--- src/rtl/sysray_feeder.sv ---
// sysray_feeder -- input skew feeder for a systolic array.
//
// Accepted input vectors are fanned out to the array rows with a per-lane
// delay: lane k of a vector appears on data_o/valid_o exactly k+1 cycles
// after it is accepted. Cycles without an acceptance travel through the
// same delay lines as bubbles (valid low). A small FSM tracks a tile. The
// vector flagged with vec_last_i closes the tile. The FSM then stalls input
// for N cycles (DRAIN) while the skewed tail empties, and pulses done_o in
// the cycle the final lane of the last vector is presented.
//
// Parameters:
//   N  number of array rows / lanes (1..16)
//   W  data element width in bits
//
// Ports:
//   clk_i        clock, all state updates on the rising edge
//   rst_ni       asynchronous active-low reset
//   vec_i        input vector, lane k at [k*W +: W]
//   vec_valid_i  vec_i is valid
//   vec_last_i   final vector of a tile (qualified by vec_valid_i)
//   vec_ready_o  a vector can be accepted this cycle
//   data_o       skewed data to the array rows, lane k at [k*W +: W]
//   valid_o      per-lane valid to the array rows
//   busy_o       a tile is in progress (STREAM or DRAIN)
//   done_o       single-cycle tile completion pulse
//
// Build option:
//   SYSRAY_FEEDER_ZERO_PAD_EN  when defined, a lane's data_o is forced to
//                              zero whenever its valid_o is low.

module sysray_feeder #(
  parameter int N = 2,
  parameter int W = 16
) (
  input  logic           clk_i,
  input  logic           rst_ni,
  input  logic [N*W-1:0] vec_i,
  input  logic           vec_valid_i,
  input  logic           vec_last_i,
  output logic           vec_ready_o,
  output logic [N*W-1:0] data_o,
  output logic [N-1:0]   valid_o,
  output logic           busy_o,
  output logic           done_o
);

  localparam int CW = (N > 1) ? $clog2(N) : 1;

  typedef enum logic [1:0] {
    IDLE,
    STREAM,
    DRAIN
  } state_t;

  state_t        state_q, state_d;
  logic [CW-1:0] cnt_q, cnt_d;
  logic          accept;

  assign vec_ready_o = (state_q != DRAIN);
  assign accept      = vec_valid_i & vec_ready_o;
  assign busy_o      = (state_q != IDLE);

  always_ff @(posedge clk_i or negedge rst_ni) begin
    if (!rst_ni) begin
      state_q <= IDLE;
      cnt_q   <= '0;
    end else begin
      state_q <= state_d;
      cnt_q   <= cnt_d;
    end
  end

  // DRAIN is entered with the counter at N-1 and left after the cycle in
  // which it reaches zero, so the last lane of the last vector is on the
  // outputs exactly when done_o fires.
  always_comb begin
    state_d = state_q;
    cnt_d   = cnt_q;
    done_o  = 1'b0;
    case (state_q)
      IDLE: begin
        if (accept) begin
          if (vec_last_i) begin
            state_d = DRAIN;
            cnt_d   = CW'(N - 1);
          end else begin
            state_d = STREAM;
          end
        end
      end
      STREAM: begin
        if (accept && vec_last_i) begin
          state_d = DRAIN;
          cnt_d   = CW'(N - 1);
        end
      end
      DRAIN: begin
        if (cnt_q == '0) begin
          done_o  = 1'b1;
          state_d = IDLE;
        end else begin
          cnt_d = cnt_q - CW'(1);
        end
      end
      default: begin
        state_d = IDLE;
        cnt_d   = '0;
      end
    endcase
  end

  // One shift register per lane, depth k+1. Stage 0 holds its data on a
  // bubble so rejected or idle input values never reach the outputs.
  for (genvar k = 0; k < N; k++) begin : g_lane
    logic [k:0][W-1:0] dat_q, dat_d;
    logic [k:0]        vld_q, vld_d;

    always_comb begin
      dat_d    = dat_q;
      vld_d    = vld_q;
      dat_d[0] = accept ? vec_i[k*W +: W] : dat_q[0];
      vld_d[0] = accept;
      for (int j = 1; j <= k; j++) begin
        dat_d[j] = dat_q[j-1];
        vld_d[j] = vld_q[j-1];
      end
    end

    always_ff @(posedge clk_i or negedge rst_ni) begin
      if (!rst_ni) begin
        dat_q <= '0;
        vld_q <= '0;
      end else begin
        dat_q <= dat_d;
        vld_q <= vld_d;
      end
    end

    assign valid_o[k] = vld_q[k];
`ifdef SYSRAY_FEEDER_ZERO_PAD_EN
    assign data_o[k*W +: W] = vld_q[k] ? dat_q[k] : '0;
`else
    assign data_o[k*W +: W] = dat_q[k];
`endif
  end

endmodule
--- config.mk ---
export PLATFORM = sky130hd
export DESIGN_NAME = sysray_feeder
export DESIGN_NICKNAME = d
export VERILOG_FILES = /design/src/rtl/sysray_feeder.sv
export SDC_FILE = /design/constraint.sdc
export NUM_CORES = 1
export LEC_CHECK = 0
export CAP_MARGIN = 25
export CORE_MARGIN = 3
export CORE_UTILIZATION = 39
export DETAILED_ROUTE_END_ITERATION = 7
export PLACE_DENSITY = 0.75
export SLEW_MARGIN = 20
export SYNTH_ARGS = -nofsm -noshare
export SYNTH_HDL_FRONTEND = slang
export SYNTH_SLANG_ARGS = --single-unit
--- constraint.sdc ---
create_clock -name clk_i -period 1.2 [get_ports clk_i]
set_input_delay 0.12 -clock clk_i [delete_from_list [all_inputs] [get_ports clk_i]]
set_output_delay 0.12 -clock clk_i [all_outputs]
set_load 0.01 [all_outputs]
After elaboration in Yosys (flattened, before gate mapping)
Index checks and enable logic that the tools add are counted.

storage, ports and cells
  flip-flop bits (word level) = 54
  input bits = 36
  output and inout port bits = 37

operators by class
  add/subtract/negate cells = 1
  eq/ne operators = 7
  muxes and demuxes = 12
  bitwise logic cells = 1
  reduce and logical (&&, ||, !) cells = 5

operator list
  operator                                             count
  inequality test 2 bit, second input constant         5
  2-to-1 mux 2 bit                                     4
  2-to-1 mux 1 bit                                     6
  one-hot mux 2 bit (3 select lines)                   1
  AND reduction 3 bit                                  2
  one-hot mux 1 bit (3 select lines)                   1
  equality test 2 x 1 -> 1 bit, second input constant  1
  equality test 2 bit, second input constant           1
  zero test 2 bit                                      1
  nonzero test 2 bit                                   1
  bitwise AND 1 bit                                    1
  logical AND 1 bit                                    1
  subtractor 1 bit, second input constant              1

Longest topological paths before layout
  word-level depth = 5
  depth in mapped cells = 4

Least setup slack after synthesis
No wires, ideal clock.

  path kind = flip-flop to flip-flop
  start point = register state_q[0]
  end point = register g_lane[0].dat_q[10] in the netlist's numbering
  arrival = 1104 ps
  slack = -29 ps
  stages on the path, launching flop included = 5
  clock period less this slack = 1229 ps
  path through = dfrtp_1 nand2b_4 nand2_4 buf_12 mux2_4

on the way
  longest elaborated chain between the ends = 2

ends and longest elaborated chain
  element                 line  source
  start, declared         55    state_t state_q, state_d;
  start signal, assigned  68    state_q <= state_d;
  inequality test 2 bit   59    assign vec_ready_o = (state_q != DRAIN);
  net vec_ready_o         40    output logic vec_ready_o,
  bitwise AND 1 bit       60    assign accept = vec_valid_i & vec_ready_o;
  end signal, assigned    134   dat_q <= dat_d;
  end, declared           115   logic [k:0][W-1:0] dat_q, dat_d;

The timed path passes the listed nets, and every way through them passes these cells.
A chain may end at the register's enable or synchronous reset.

Final worst setup path
  start point = register state_q[1]
  end point = output port busy_o

on the way
  longest elaborated chain between the ends = 1

ends and longest elaborated chain
  element             line  source
  nonzero test 2 bit  61    assign busy_o = (state_q != IDLE);
  end, declared       43    output logic busy_o,

Every way passes these cells.

==> out/qor.txt <==
Tcrit/Tclk final: 1.098
DRC: 0
Via density: 4.435
Slowest cell delay on critical path: 0.43 ns
FF-to-FF End: g_lane[1].dat_d[27]
Avg Inst Size Synth: 19.29 sq um
H-tree Lvls: 2
LEAKAGE: 1.388 nW
Nets: 223
CP arrival: 1.20 ns
Clock latency at the later pin of the worst-skew pair: 0.29 ns
Num CTS Buffers: 5
Worst-path cell with the longest stage delay: dfrtp_1
WS Path Type: register to output pin
Crit path time final: 1.317 ns
Cell count after synthesis: 100
Most common cell after layout, fill and taps aside: dfrtp_1
Number of distinct library cells after synthesis: 14
First-pass GRT wire length: 6651 um
Slew Viols, Final: 0
Critical Path, Cell by Cell: or2_2, buf_2
Post-synthesis compound-gate area fraction: 0.008431
# Max-Cap Violations: 0
Clock slew at reported path FFs: 0.08 ns
Post-synthesis net count: 136
Total stage count of the critical path: 2
VDD IR max: 0.7956 mV
Status: finished with violations
Post-Syn Area: 1929 sq um
Synthesized flop and latch total: 53
Pre-antenna DRT Iters: 3
Largest family of logic cells by synthesized area: multiplexers
CTS Buffer Depth: 2
Post-synthesis sequential area ratio: 0.6874
Placed Instances: 235
Post-DP HPWL: 2545 um
Vias in the first global route: 1,248
Worst path buffer plus inverter count: 1
Total grt overflow: 0
Number of antenna diodes: 0
FF-to-FF Start: state_q[0]
R2R Setup Slk: -0.10 ns
FILL cells: 359
Width of the die: 76.34 um
Register-to-Register Path Depth: 4
Pwr dens: 1505 nW/um^2
Overall power consumption: 4.355 mW
Drt wl/cell: 16.36 um
I/O Pins: 73
Top delay family on crit path: flip-flops
Fmax: 759.3 MHz
Pre-CTS WS: -0.3144 ns
Most frequent cells in the layout: 53 x dfrtp_1, 35 x dlygate4sd2_1, 33 x clkdlybuf4s50_1, 32 x mux2_4, 7 x clkbuf_8
Die span in y: 76.34 um
Fraction of layout cells with a size suffix above 1: 0.3138
Setup violators final: 34
Drt total wl: 4140 um
Unrepaired setup endpoints after global routing: yes
Core area: 4564 sq um
Initial drt markers: 37
Total GRT Usage: 0.1487
Final Cell Area: 2894 sq um
Fin. Hold Viols: 0
Core Rows: 24
Fin Clk Skew: 0.001733 ns
Violated checks: negative setup slack
Crit Path Max Fanout: 3
Synthesis Warnings: 0
Final std cells w/o fill: 253
Antenna Nets Post-Route: 0
Port Buf Inserts: 72
Rel. slew slack: 0.4002
CP Launch Type: register
Hold WC Path Type: primary input to asynchronous set/reset pin
CTS Sinks: 53
Multiplexer share of the synthesized area: 0.2432
Maximum number of pins on one net before global-route repair: 54
Simple-gate portion of the synthesized area: 0.02205
Die Area: 5827 sq um
Required time worst endpoint: 1.08 ns
XOR/XNOR share of the synthesized area: 0
Post-synthesis adder-cell area fraction: 0
DR vias: 1,122
Initial antenna violation count: 0
Worst Tran Pin Value: 0.8996 ns
CP Capture Type: output pin
Final setup TNS: -3.217 ns
CTS tree: built
Setup WS post-layout: -0.1170 ns
GP Congestion: 0.6849
Root buf cell: clkbuf_8
Initial core utilization: 0.4227
Synthesis-to-layout area growth: 50.00%
Placement Cell Area: 2695 sq um
[synthesized netlist by cell type (all sizes together)]
master / count / share of area
a21oi: 1 / 0.0026
buf: 4 / 0.035
dfrtp: 53 / 0.69
inv: 2 / 0.0039
mux2: 32 / 0.24
nand2: 2 / 0.0078
nand2b: 1 / 0.0071
nor2: 2 / 0.0039
o21ai: 1 / 0.0026
o22ai: 1 / 0.0032
or2: 1 / 0.0032
[kinds of logic after synthesis]
group,Yosys count
buf+inv,6
compound gates,3
simple gates,6
mux,32
flops,53
[how the worst max path moves through the flow]
stage | start | to | slack [ns]
2_1_floorplan | state_q[0] | g_lane[0].dat_q[10] | 0.002
3_3_place_gp | vec_valid_i | g_lane[0].dat_q[6] | -0.28
3_5_place_dp | vec_valid_i | g_lane[0].dat_q[6] | -0.31
4_1_cts | state_q[0] | g_lane[0].dat_q[6] | -0.12
5_1_grt | state_q[1] | busy_o | -0.14
6_report | state_q[1] | busy_o | -0.12
[through the flow]
stage / util / hold WS, ns
global route: 0.6340 / 0.3719
global placement: 0.5905 / 0.1276
floorplan: - / -0.1756
detailed placement: 0.5905 / 0.1350
finish: 0.6340 / 0.3416
CTS: 0.6275 / 0.3483
[per-layer routing]
layer / share of wire / GRT usage / vias up
li1: - / - / 514
met1: 0.41 / 0.1716 / 548
met2: 0.49 / 0.2469 / 55
met3: 0.096 / 0.07329 / 5
met4: 0.011 / 0.03804 / 0
met5: 0 / 0 / -
[registers in the layout (all words and copies together) (netlist names)]
register	flops
data_o	16
g_lane.dat_q	16
cnt_q	1
g_lane.dat_d	16
state_q	2
g_lane.vld_q	2
[power breakdown]
part           internal (mW)  switching, mW  leakage (nW)
Combinational          0.655          0.430         0.714
Clock                  0.522          0.531        0.0542
Sequential              2.08          0.138         0.621
Total                   3.26           1.10          1.39
[timing repair]
action	in CTS	in global routing
setup buffers	5	0
gates resized for setup	52	5
gates cloned	3	1
setup endpoints to repair	69	35
pin swaps	1	0
hold buffers	1	0
hold endpoints to repair	53	0
[area by class of cell]
class | instances | area, sq um | share of cell area
sequential | 53 | 1326 | 0.4583
timing repair buffer | 80 | 755.7 | 0.2611
multi-input combinational | 45 | 621.8 | 0.2149
clock buffer | 7 | 96.34 | 0.03329
tap | 65 | 81.33 | 0.02810
inverter | 2 | 7.507 | 0.002594
clock inverter | 1 | 5.005 | 0.001729
[worst min-delay path: stages]
cell and delay [ns]:
dlygate4sd3_1 0.52, buf_2 0.12, buf_12 0.26
(Power assumes the default switching activity.)
